File: src/rtl/multimode_counter_if.sv
// rtl/multimode_counter_if.sv - control/status bundle for multimode_counter
interface multimode_counter_if #(
    parameter int WIDTH = 8,
    parameter int PSC_W = 4
);
    logic             clr;
    logic             en;
    logic             load;
    logic [WIDTH-1:0] load_val;
    logic             dir;
    logic [1:0]       mode;
    logic [WIDTH-1:0] term_val;
    logic [PSC_W-1:0] presc;
    logic [WIDTH-1:0] count;
    logic             tick;
    logic             done;
    logic             running;
    logic             sat;

    modport master (
        output clr, en, load, load_val, dir, mode, term_val, presc,
        input  count, tick, done, running, sat
    );

    modport slave (
        input  clr, en, load, load_val, dir, mode, term_val, presc,
        output count, tick, done, running, sat
    );
endinterface

File: src/rtl/multimode_counter.sv
// rtl/multimode_counter.sv - prescaled up/down counter with wrap, saturate and one-shot terminal modes
module multimode_counter #(
    parameter int WIDTH = 8,
    parameter int PSC_W = 4
) (
    input logic                 clk,
    input logic                 rst_n,
    multimode_counter_if.slave  bus
);
    typedef enum logic {ST_RUN, ST_STOP} state_t;

    localparam logic [1:0] MODE_SAT  = 2'b01;
    localparam logic [1:0] MODE_ONCE = 2'b10;

    state_t           r_state;
    logic [WIDTH-1:0] r_count;
    logic [PSC_W-1:0] r_psc;
    logic             r_tick;
    logic             r_done;
    logic             r_running;
    logic             r_sat;
    logic             r_dir_prev;

    logic w_step;
    logic w_at_term;
    logic w_dir_chg;
    logic w_sat_eff;

    assign w_step    = bus.en && (r_state == ST_RUN) && (r_psc == bus.presc);
    assign w_at_term = bus.dir ? (r_count >= bus.term_val) : (r_count == '0);
    assign w_dir_chg = bus.dir != r_dir_prev;
    // a direction change drops sat before this cycle's step decides whether to re-arm it
    assign w_sat_eff = r_sat && !w_dir_chg;

    always_ff @(posedge clk or negedge rst_n) begin
        if (!rst_n) begin
            r_state    <= ST_RUN;
            r_count    <= '0;
            r_psc      <= '0;
            r_tick     <= 1'b0;
            r_done     <= 1'b0;
            r_running  <= 1'b1;
            r_sat      <= 1'b0;
            r_dir_prev <= 1'b0;
        end else begin
            r_dir_prev <= bus.dir;
            if (bus.clr || bus.load) begin
                r_state   <= ST_RUN;
                r_count   <= bus.clr ? '0 : bus.load_val;
                r_psc     <= '0;
                r_tick    <= 1'b0;
                r_done    <= 1'b0;
                r_running <= 1'b1;
                r_sat     <= 1'b0;
            end else begin
                r_tick <= w_step;
                r_done <= 1'b0;
                r_sat  <= w_sat_eff;
                if (bus.en && r_state == ST_RUN) begin
                    r_psc <= (r_psc == bus.presc) ? '0 : r_psc + 1'b1;
                end
                if (w_step) begin
                    if (!w_at_term) begin
                        r_count <= bus.dir ? r_count + 1'b1 : r_count - 1'b1;
                        r_sat   <= 1'b0;
                    end else begin
                        case (bus.mode)
                            MODE_SAT: begin
                                if (!w_sat_eff) begin
                                    r_done <= 1'b1;
                                    r_sat  <= 1'b1;
                                end
                            end
                            MODE_ONCE: begin
                                r_done    <= 1'b1;
                                r_state   <= ST_STOP;
                                r_running <= 1'b0;
                            end
                            default: begin
                                r_count <= bus.dir ? '0 : bus.term_val;
                                r_done  <= 1'b1;
                            end
                        endcase
                    end
                end
            end
        end
    end

    assign bus.count   = r_count;
    assign bus.tick    = r_tick;
    assign bus.done    = r_done;
    assign bus.running = r_running;
    assign bus.sat     = r_sat;
endmodule

File: src/flat_wrapper.sv
// flat-port wrapper written by rule: the top's interface ports become plain ports
module multimode_counter_flat 
#(
    parameter int WIDTH = 8,
    parameter int PSC_W = 4
)
  (clk, rst_n, bus_clr, bus_en, bus_load, bus_load_val, bus_dir, bus_mode, bus_term_val, bus_presc, bus_count, bus_tick, bus_done, bus_running, bus_sat);
  multimode_counter_if #(.WIDTH(WIDTH), .PSC_W(PSC_W)) bus_i ();
  input logic clk;
  input logic rst_n;
  input wire logic [$bits(bus_i.clr)-1:0] bus_clr;
  input wire logic [$bits(bus_i.en)-1:0] bus_en;
  input wire logic [$bits(bus_i.load)-1:0] bus_load;
  input wire logic [$bits(bus_i.load_val)-1:0] bus_load_val;
  input wire logic [$bits(bus_i.dir)-1:0] bus_dir;
  input wire logic [$bits(bus_i.mode)-1:0] bus_mode;
  input wire logic [$bits(bus_i.term_val)-1:0] bus_term_val;
  input wire logic [$bits(bus_i.presc)-1:0] bus_presc;
  output wire logic [$bits(bus_i.count)-1:0] bus_count;
  output wire logic [$bits(bus_i.tick)-1:0] bus_tick;
  output wire logic [$bits(bus_i.done)-1:0] bus_done;
  output wire logic [$bits(bus_i.running)-1:0] bus_running;
  output wire logic [$bits(bus_i.sat)-1:0] bus_sat;
  assign bus_i.clr = bus_clr;
  assign bus_i.en = bus_en;
  assign bus_i.load = bus_load;
  assign bus_i.load_val = bus_load_val;
  assign bus_i.dir = bus_dir;
  assign bus_i.mode = bus_mode;
  assign bus_i.term_val = bus_term_val;
  assign bus_i.presc = bus_presc;
  assign bus_count = bus_i.count;
  assign bus_tick = bus_i.tick;
  assign bus_done = bus_i.done;
  assign bus_running = bus_i.running;
  assign bus_sat = bus_i.sat;
  multimode_counter #(.WIDTH(WIDTH), .PSC_W(PSC_W)) u_core (.clk(clk), .rst_n(rst_n), .bus(bus_i));
endmodule
File: config.mk
export PLATFORM = sky130hd
export DESIGN_NAME = multimode_counter_flat
export DESIGN_NICKNAME = d
export VERILOG_FILES = /design/src/rtl/multimode_counter_if.sv /design/src/rtl/multimode_counter.sv /design/src/flat_wrapper.sv
export SDC_FILE = /design/constraint.sdc
export NUM_CORES = 1
export LEC_CHECK = 0
export CORE_ASPECT_RATIO = 1.4
export CORE_MARGIN = 2
export CORE_UTILIZATION = 30
export DETAILED_ROUTE_END_ITERATION = 16
export GPL_TIMING_DRIVEN = 1
export PLACE_DENSITY = 0.53
export SYNTH_ARGS = -nofsm -noshare
export SYNTH_HDL_FRONTEND = slang
export SYNTH_SLANG_ARGS = --single-unit
File: constraint.sdc
create_clock -name clk -period 2.1 [get_ports clk]
set_input_delay 0.315 -clock clk [delete_from_list [all_inputs] [get_ports clk]]
set_output_delay 0.315 -clock clk [all_outputs]
set_load 0.05 [all_outputs]
; ---- After elaboration in Yosys (flattened, before gate mapping)
; Cells that the tools add are included.
; W data, S select, Z words.
[word_totals]
ff_bits = 18
out_inout_bits = 12
wordCells = 60
[classes]
add_sub_neg = 3
magnitude_cmp = 1
n_eq_ne = 5
muxes = 29
n_bitwise = 1
reduce_logical = 13
[op_table]
columns = op, count
row1 = $mux W8, 7
row2 = $mux W1, 19
row3 = $mux W4, 3
row4 = $add A8 B1 Y8 const B, 1
row5 = $ge A8 B8 Y1, 1
row6 = $logic_not A8 Y1, 1
row7 = $reduce_bool A2 Y1, 4
row8 = $sub A8 B1 Y8 const B, 1
row9 = $add A4 B1 Y4 const B, 1
row10 = $eq A4 B4 Y1, 1
row11 = $logic_and A1 B1 Y1, 3
row12 = $ne A3 B3 Y1 const B, 1
row13 = $reduce_and A3 Y1, 1
row14 = $eq A2 B1 Y1 const B, 1
row15 = $eq A2 B2 Y1 const B, 1
row16 = $reduce_and A2 Y1, 1
row17 = $reduce_or A2 Y1, 1
row18 = $logic_not A1 Y1, 1
row19 = $logic_or A1 B1 Y1, 1
row20 = $ne A1 B1 Y1, 1
row21 = $not A1 Y1, 1

; ---- Depth between registers and ports, before layout
; Gate-level depths: netlist of the first run.
[depth]
word_depth = 8
ltp_mapped = 10
mapped_depth_nobuf = 9

; ---- Least setup slack after synthesis of the first run
; No wires, ideal clock.
[synth_path]
path_kind = register to register
start = register u_core.r_count[0], in the netlist u_core.bus.count[0]
end = register u_core.r_count[5], in the netlist u_core.bus.count[5]
setup_ps = 65
arrival_time_ps = 2413
required_time_ps = 2035
path_slack_ps = -378
path_stages_with_launch = 10
synth_period_minus_slack_ps = 2478
cell_sequence = dfrtp_1 > inv_1 > ha_1 > or3b_1 > o2111ai_2 > a211oi_2 > o21ai_4 > a221oi_2 > a2111oi_2 > a21o_1
[synth_between]
elab_chain_cells = 5
elab_cells_between_ends = 11
cone_classes = 2 x add/sub / 1 x order compare / 1 x eq/ne / 5 x mux / 2 x reduce/logical
[synth_rtl]
columns = element, line_no
row1 = "start, declared", multimode_counter.sv:16  ; logic [WIDTH-1:0] r_count;
row2 = "start signal, assigned", multimode_counter.sv:49  ; r_count <= bus.clr ? '0 : bus.load_val;
row3 = "start signal, assigned", multimode_counter.sv:64  ; r_count <= bus.dir ? r_count + 1'b1 : r_count - 1'b1;
row4 = "start signal, assigned", multimode_counter.sv:80  ; r_count <= bus.dir ? '0 : bus.term_val;
row5 = "$sub A8 B1 Y8, or another cell as far along", multimode_counter.sv:64
row6 = $mux W8 / $mux W1 (equally long branches), "multimode_counter.sv:64, multimode_counter.sv:30"
row7 = $mux W8, multimode_counter.sv:63  ; if (!w_at_term) begin
row8 = $mux W8, multimode_counter.sv:62  ; if (w_step) begin
row9 = $mux W8, multimode_counter.sv:47  ; if (bus.clr || bus.load) begin
; Several ways; a longest one is shown, not always the timed one. The select of a mux whose other input is x is not followed.
; A chain may end at the register's enable or synchronous reset.

; ---- Worst setup path after layout of the first run
; Same ends and word-level chain as after synthesis.

==> results.toml, run 1 <==
[outcome]
violations = "negative setup slack"
status = "finished with violations"

[synth]
synth.cell_area_sq_um = 1600
synth_nets = 216
yosysWarnings = 0
synth.distinct_cells = 50
synth_cells = 170
syn-mean-instance-area_sq_um = 9.41
synth_enable_flop_cells = 0
synth_area_leaders = "dfrtp_1 27%, ha_1 13%, inv_1 3.8%, xnor2_1 3.3%, xor2_1 3.3%"
synth_top_cell_area_share_pct = 26.6
synth-main-ff-cell = "dfrtp_1"
ys_ff_latch = 18
async_flop_share_pct = 100
synthTopCellsByCount = "17 x dfrtp_1, 17 x ha_1, 16 x inv_1"
synth_top_cell_by_area = "dfrtp_1"
synth_seq_area_share_pct = 28.2

[clocking]
clkTransAtPathRegs_ns = 0.08
cts_tree = "done"
cts-root-buf = "clkbuf_8"
cts.htree.levels = 1
worst_skew_pair.late_latency_ns = 0.26
cts.path.max_buffers = 2
cts_sinks = 18
cts_buffers = 3

[hold_path]
hp-class = "in2reg"
worst_hold_path.endpoint = "u_core.r_dir_prev"
whs_path_depth = 2
hold_start = "bus_dir"

[power_and_ir_drop]
ir_drop_mv = 0.307
internal-power_uw = 1050
swShare_pct = 38.0
clkPwrFrac_pct = 16.0
powerDensity_nw_per_um2 = 597
combPwrFrac_pct = 59.3
switchingPower_uw = 642
seqPwrFrac_pct = 24.8
leakage_uw = 0.00128

[place]
dpl_cell_area_sq_um = 2490
dp_hpwl_mm = 3.59
place.gp.congestion = 0.799
post-place-cells = 321
port_buffers = 39
pre_cts_ws_ns = -0.801

[finish]
finalInstanceArea_sq_um = 2830
n_antenna_cell = 0
nets = 322
final_util_pct = 54.9
seq_area_sq_um = 460
area_growth_pct = 76.9
drive_gt1_share_pct = 44.0
stdcell_count = 341
fillers = 487
multi_input_area_sq_um = 1290

[setup_path]
reg2reg_depth = 11
setup.worst_path.class = "reg2reg"
rrSetupSlack_ns = -0.12
crit_path_end_kind = "register"
critPathLaunchType = "register"
timing.rr.end = "u_core.bus.count[5]"
worst_ep_arrival_time_ns = 2.38
r2r_start = "u_core.bus.count[0]"
required_ns = 2.26
cp_max_fo = 5

[timing]
relSlewSlack_pct = 66.7
finalHoldViolations = 0
skew_ns = 0.00424
fmax_mhz = 450
setup_violations = 7
hold_slack_ns = 0.362
grt_setup_unrepaired = "yes"
worst_slew_pin_slew_ns = 0.498
worst_slack_ns = -0.120
slew_violations = 0
min_period_ns = 2.22
fin_crit_sh_pct = 106

[global_route]
track_usage_pct = 17.5
antenna_found_initial = 0
grt_pass1_wl_mm = 8.16
grt_max_degree = 19
grt_overflow = 0
grt_pass1_vias = 1782

[flow_run]
maxCapViolCount = 0

[die]
start_util_pct = 31.0
ios = 40
die-area_sq_um = 5940
rows = 31
die_y_um = 90.4
core_area_sq_um = 5160
die_w_um = 65.7

[route]
drt_iter0_drc = 82
routed_via_density = 5.02
ant_nets = 0
wl_per_cell_um = 14.6
drc_errors = 0
drtPass1Iterations = 4
vias = 1713
finalWirelength_mm = 4.97
-- layout by cell type (no fill, tap or decap), drive strengths merged, types with 4 or more instances in the layout --
master / synthesis / layout
dfrtp: 17 / 17
o21ai: 7 / 7
ha: 17 / 17
o41ai: 5 / 5
clkbuf: 1 / 4
clkdlybuf4s50: 0 / 30
xnor2: 6 / 6
dlygate4sd2: 0 / 7
nor2b: 7 / 7
nand2: 13 / 13
inv: 16 / 15
nor2: 11 / 11
a221oi: 6 / 6
xor2: 6 / 6
and3: 4 / 4
buf: 3 / 67
a21oi: 11 / 11
-- power groups by stage --
| stage | registers, uW | clock network, uW | logic, uW |
|---|---|---|---|
| floorplan | 503 | 0 | 375 |
| global placement | 415 | 0 | 836 |
| detailed placement | 414 | 0 | 839 |
| CTS | 412 | 282 | 946 |
| global route | 422 | 294 | 1090 |
| finish | 418 | 270 | 1000 |
-- worst max path at each step --
stage	cells after the start	from	slack [ns]	to
final	11	u_core.bus.count[0]	-0.12	u_core.bus.count[5]
after global routing	11	u_core.bus.count[0]	-0.22	u_core.bus.count[5]
after CTS	9	u_core.bus.count[1]	-0.11	u_core.bus.count[7]
after detailed placement	10	bus_dir	-0.80	u_core.bus.count[7]
after global placement	10	bus_dir	-0.76	u_core.bus.count[6]
after floorplan	9	u_core.bus.count[0]	-0.11	u_core.bus.count[5]
-- logic make-up (layout without fill, tap and decap cells) --
family	Yosys count	count (layout)	share of synthesized area, %
and+or+nand+nor	53	53	18.6
adders and majority gates	18	18	14.5
buffers and inverters	20	124	6.10
AOI/OAI and AO/OA	49	50	26.0
DFF	18	18	28.2
xor gates and xnor gates	12	12	6.57
-- metal layers --
layer	vias up	track usage [%]	part of all wire [%]
met4	0	5.21	1.3
li1	843	-	-
met1	831	20.9	41
met5	-	0	0
met3	4	0.623	2.8
met2	35	32.6	55
-- timing repair --
item,in CTS,in global routing
pin swaps,22,9
resized for setup,31,16
hold buffers,0,0
buffers inserted,8,7
cloned,0,1
setup endpoints to repair,11,11
-- worst max-delay path, stage by stage, from the launching register on --
cell,delay [ns]
dfrtp_2,0.43
inv_2,0.06
ha_4,0.15
or3b_4,0.23
o2111ai_4,0.12
a211oi_4,0.29
buf_4,0.17
o21ai_4,0.06
buf_6,0.14
a221oi_2,0.25
a2111oi_2,0.06
a21o_1,0.16
-- flip-flops by register name, summed over array words and instances (netlist names) --
| signal | flops |
|---|---|
| u_core.r_state | 1 |
| u_core.bus.tick | 1 |
| u_core.r_dir_prev | 1 |
| u_core.bus.done | 1 |
| u_core.bus.sat | 1 |
| u_core.bus.count | 8 |
| u_core.bus.running | 1 |
| u_core.r_psc | 4 |
-- metrics by stage --
stage          total power (uW)  setup TNS, ns
6_report                   1690         -0.587
5_1_grt                    1800          -1.55
4_1_cts                    1640         -0.739
3_5_place_dp               1250          -6.39
3_3_place_gp               1250          -6.23
2_1_floorplan               878         -0.533
-- final cells by class --
class / instances / share of cell area [%]
inverters: 16 / 2.25
clock buffers: 4 / 1.59
repair buffers: 104 / 31.4
multi-input cells: 133 / 45.6
flip-flops and latches: 18 / 16.3
well taps: 66 / 2.92
Note: power is estimated with default switching activity, not from simulation.
==> inputs of run 2 (changes only) <==
--- a/config.mk
+++ b/config.mk
@@ -6,11 +6,11 @@
 export NUM_CORES = 1
 export LEC_CHECK = 0
 export CORE_ASPECT_RATIO = 1.4
-export CORE_MARGIN = 2
-export CORE_UTILIZATION = 30
+export CORE_MARGIN = 4
+export CORE_UTILIZATION = 45
 export DETAILED_ROUTE_END_ITERATION = 16
 export GPL_TIMING_DRIVEN = 1
-export PLACE_DENSITY = 0.53
+export PLACE_DENSITY = 0.75
 export SYNTH_ARGS = -nofsm -noshare
 export SYNTH_HDL_FRONTEND = slang
 export SYNTH_SLANG_ARGS = --single-unit
==> run 2 against run 1 <==
Effect of this change: count of clock-buffer cells in the layout unchanged; largest power group unchanged; flip-flop and latch count unchanged; clock power up 10%; combinational power about the same; hold slack better by 0.031 ns; the run still ends with negative setup slack left; total power up 2.1%; critical path depth unchanged; clock skew up 0.00095 ns; critical path type unchanged; global-route usage up 7.5 points; worst setup slack worse by 0.10 ns; fmax down 4.3%.
==> results.toml, run 2 (synthesized netlist as in run 1, its figures left out) <==
[outcome]
status = "finished with violations"
violations = "negative setup slack"

[setup_path]
cp_max_fo = 5
crit_path_end_kind = "register"
reg2reg_depth = 11
critPathLaunchType = "register"
setup.worst_path.class = "reg2reg"
critical_path.slowest_cell = "dfrtp_2"
worst_ep_arrival_time_ns = 2.52
rrSetupSlack_ns = -0.22
cp_slowest_stage_delay_ns = 0.46
cp_cell_sequence = "inv_2 > ha_4 > or3b_4 > o2111ai_4 > a211oi_4 > nor2_4 > buf_6 > buf_6 > a21oi_2 > a221o_1 > o21ai_2"
crit_top_cell = "buf_6"
required_ns = 2.30

[route]
routed_via_density = 5.71
vias = 1787
drtPass1Iterations = 4
drt_iter0_drc = 73
drc_errors = 0
ant_nets = 0
wl_per_cell_um = 18.7
finalWirelength_mm = 5.85

[timing]
worst_slew_pin_slew_ns = 0.511
tns_ns = -1.79
skew_ns = 0.00518
fmax_mhz = 431
setup_violations = 10
worst_slack_ns = -0.221
hold_slack_ns = 0.392
slew_violations = 0
min_period_ns = 2.32
relSlewSlack_pct = 65.9
finalHoldViolations = 0
fin_crit_sh_pct = 111
grt_setup_unrepaired = "yes"

[place]
port_buffers = 39
post-place-cells = 294
dp_hpwl_mm = 3.90
pre_cts_ws_ns = -0.808
place.gp.congestion = 0.835

[power_and_ir_drop]
leakage_uw = 0.00128
ir_drop_mv = 0.446
powerDensity_nw_per_um2 = 615

[flow_run]
maxCapViolCount = 0

[finish]
seq_area_sq_um = 460
area_growth_pct = 75.3
drive_gt1_share_pct = 45.4
largest_reg_flops = 8
multi_input_area_sq_um = 1290
n_antenna_cell = 0
nets = 320
fillers = 204
final_cell_mix = "59 x buf_4, 33 x clkdlybuf4s50_1, 12 x nand2_1"
final_common_cell = "buf_4"
stdcell_count = 313

[clocking]
ctsHoldBuffers = 0
cts-root-buf = "clkbuf_8"
cts.path.max_buffers = 2
cts_buffers = 3
clkTransAtPathRegs_ns = 0.07
cts_sinks = 18
worst_skew_pair.late_latency_ns = 0.27
cts.htree.levels = 1
cts_tree = "done"

[die]
die-area_sq_um = 4590
core_area_sq_um = 3410
ios = 40
die_y_um = 78.6
die_w_um = 58.4
start_util_pct = 46.9
rows = 25

[global_route]
antenna_found_initial = 0
busiest_layer = "met2"
grt_util_met1_pct = 26.7
grt_max_degree = 19
use_met2_pct = 47.1
track_usage_pct = 24.9
gr-usage-met3_pct = 3.13
grt_pass1_vias = 1873
grt_pass1_wl_mm = 8.71
grt_overflow = 0

[hold_path]
hp-class = "in2async"
## run 2: changes by cell type in the layout (fill, tap and decap cells not counted), sizes merged
cell / delta
buf: -3
dlygate4sd2: -2
clkdlybuf4s15: +1
clkdlybuf4s50: +3
o22ai: -1
## run 2: per-layer routing
layer | routed length, um | vias to the layer above
met2 | 3290 | 62
met5 | 0 | -
li1 | - | 827
met1 | 2110 | 883
met4 | 199 | 0
met3 | 252 | 15
## run 2: layout make-up
cell class | instances | share of cell area [%]
multi-input cells | 132 | 46.0
well taps | 40 | 1.78
inverters | 16 | 2.27
clock buffers | 4 | 1.96
flip-flops and latches | 18 | 16.4
repair buffers | 103 | 31.5
## run 2: metrics by stage
| step | util (%) | cell area, sq um | total power [uW] |
|---|---|---|---|
| after CTS | 78.7 | 2680 | 1620 |
| after floorplan | - | 1680 | 878 |
| after global placement | 71.9 | 2450 | 1200 |
| after detailed placement | 71.9 | 2450 | 1240 |
| after global routing | 82.3 | 2810 | 1810 |
| final | 82.3 | 2810 | 1730 |
## run 2: what timing repair did
| item | 4_1_cts | 5_1_grt |
|---|---|---|
| cloned | 0 | 0 |
| buffers inserted | 10 | 6 |
| gates resized for setup | 25 | 18 |
| endpoints found under the setup margin | 11 | 11 |
| pin swaps | 18 | 11 |
## run 2: path summary, 6_finish.rpt
check                                    start             endpoint
max                        u_core.bus.count[0]  u_core.bus.count[7]
min                                      rst_n       u_core.bus.sat
max reg2reg                u_core.bus.count[0]  u_core.bus.count[7]
min reg2reg                 u_core.bus.running   u_core.bus.running
max in group asynchronous                rst_n   u_core.bus.running
min in group clk                       bus_dir    u_core.r_dir_prev
## run 2: power by group
part	leakage [uW]	internal, uW	total [uW]	switching [uW]
registers	0.000227	376	425	48.7
clock network	0.0000288	167	298	130
logic	0.00103	515	1000	488
total	0.00128	1060	1730	667
## run 2: worst max-delay path, delay by kind of cell (launching register included)
| family | cells | cell delay [ns] |
|---|---|---|
| AOI/OAI and AO/OA | 5 | 0.70 |
| adders and majority gates | 1 | 0.21 |
| buffers and inverters | 3 | 0.32 |
| DFF | 1 | 0.46 |
| and+or+nand+nor | 2 | 0.57 |
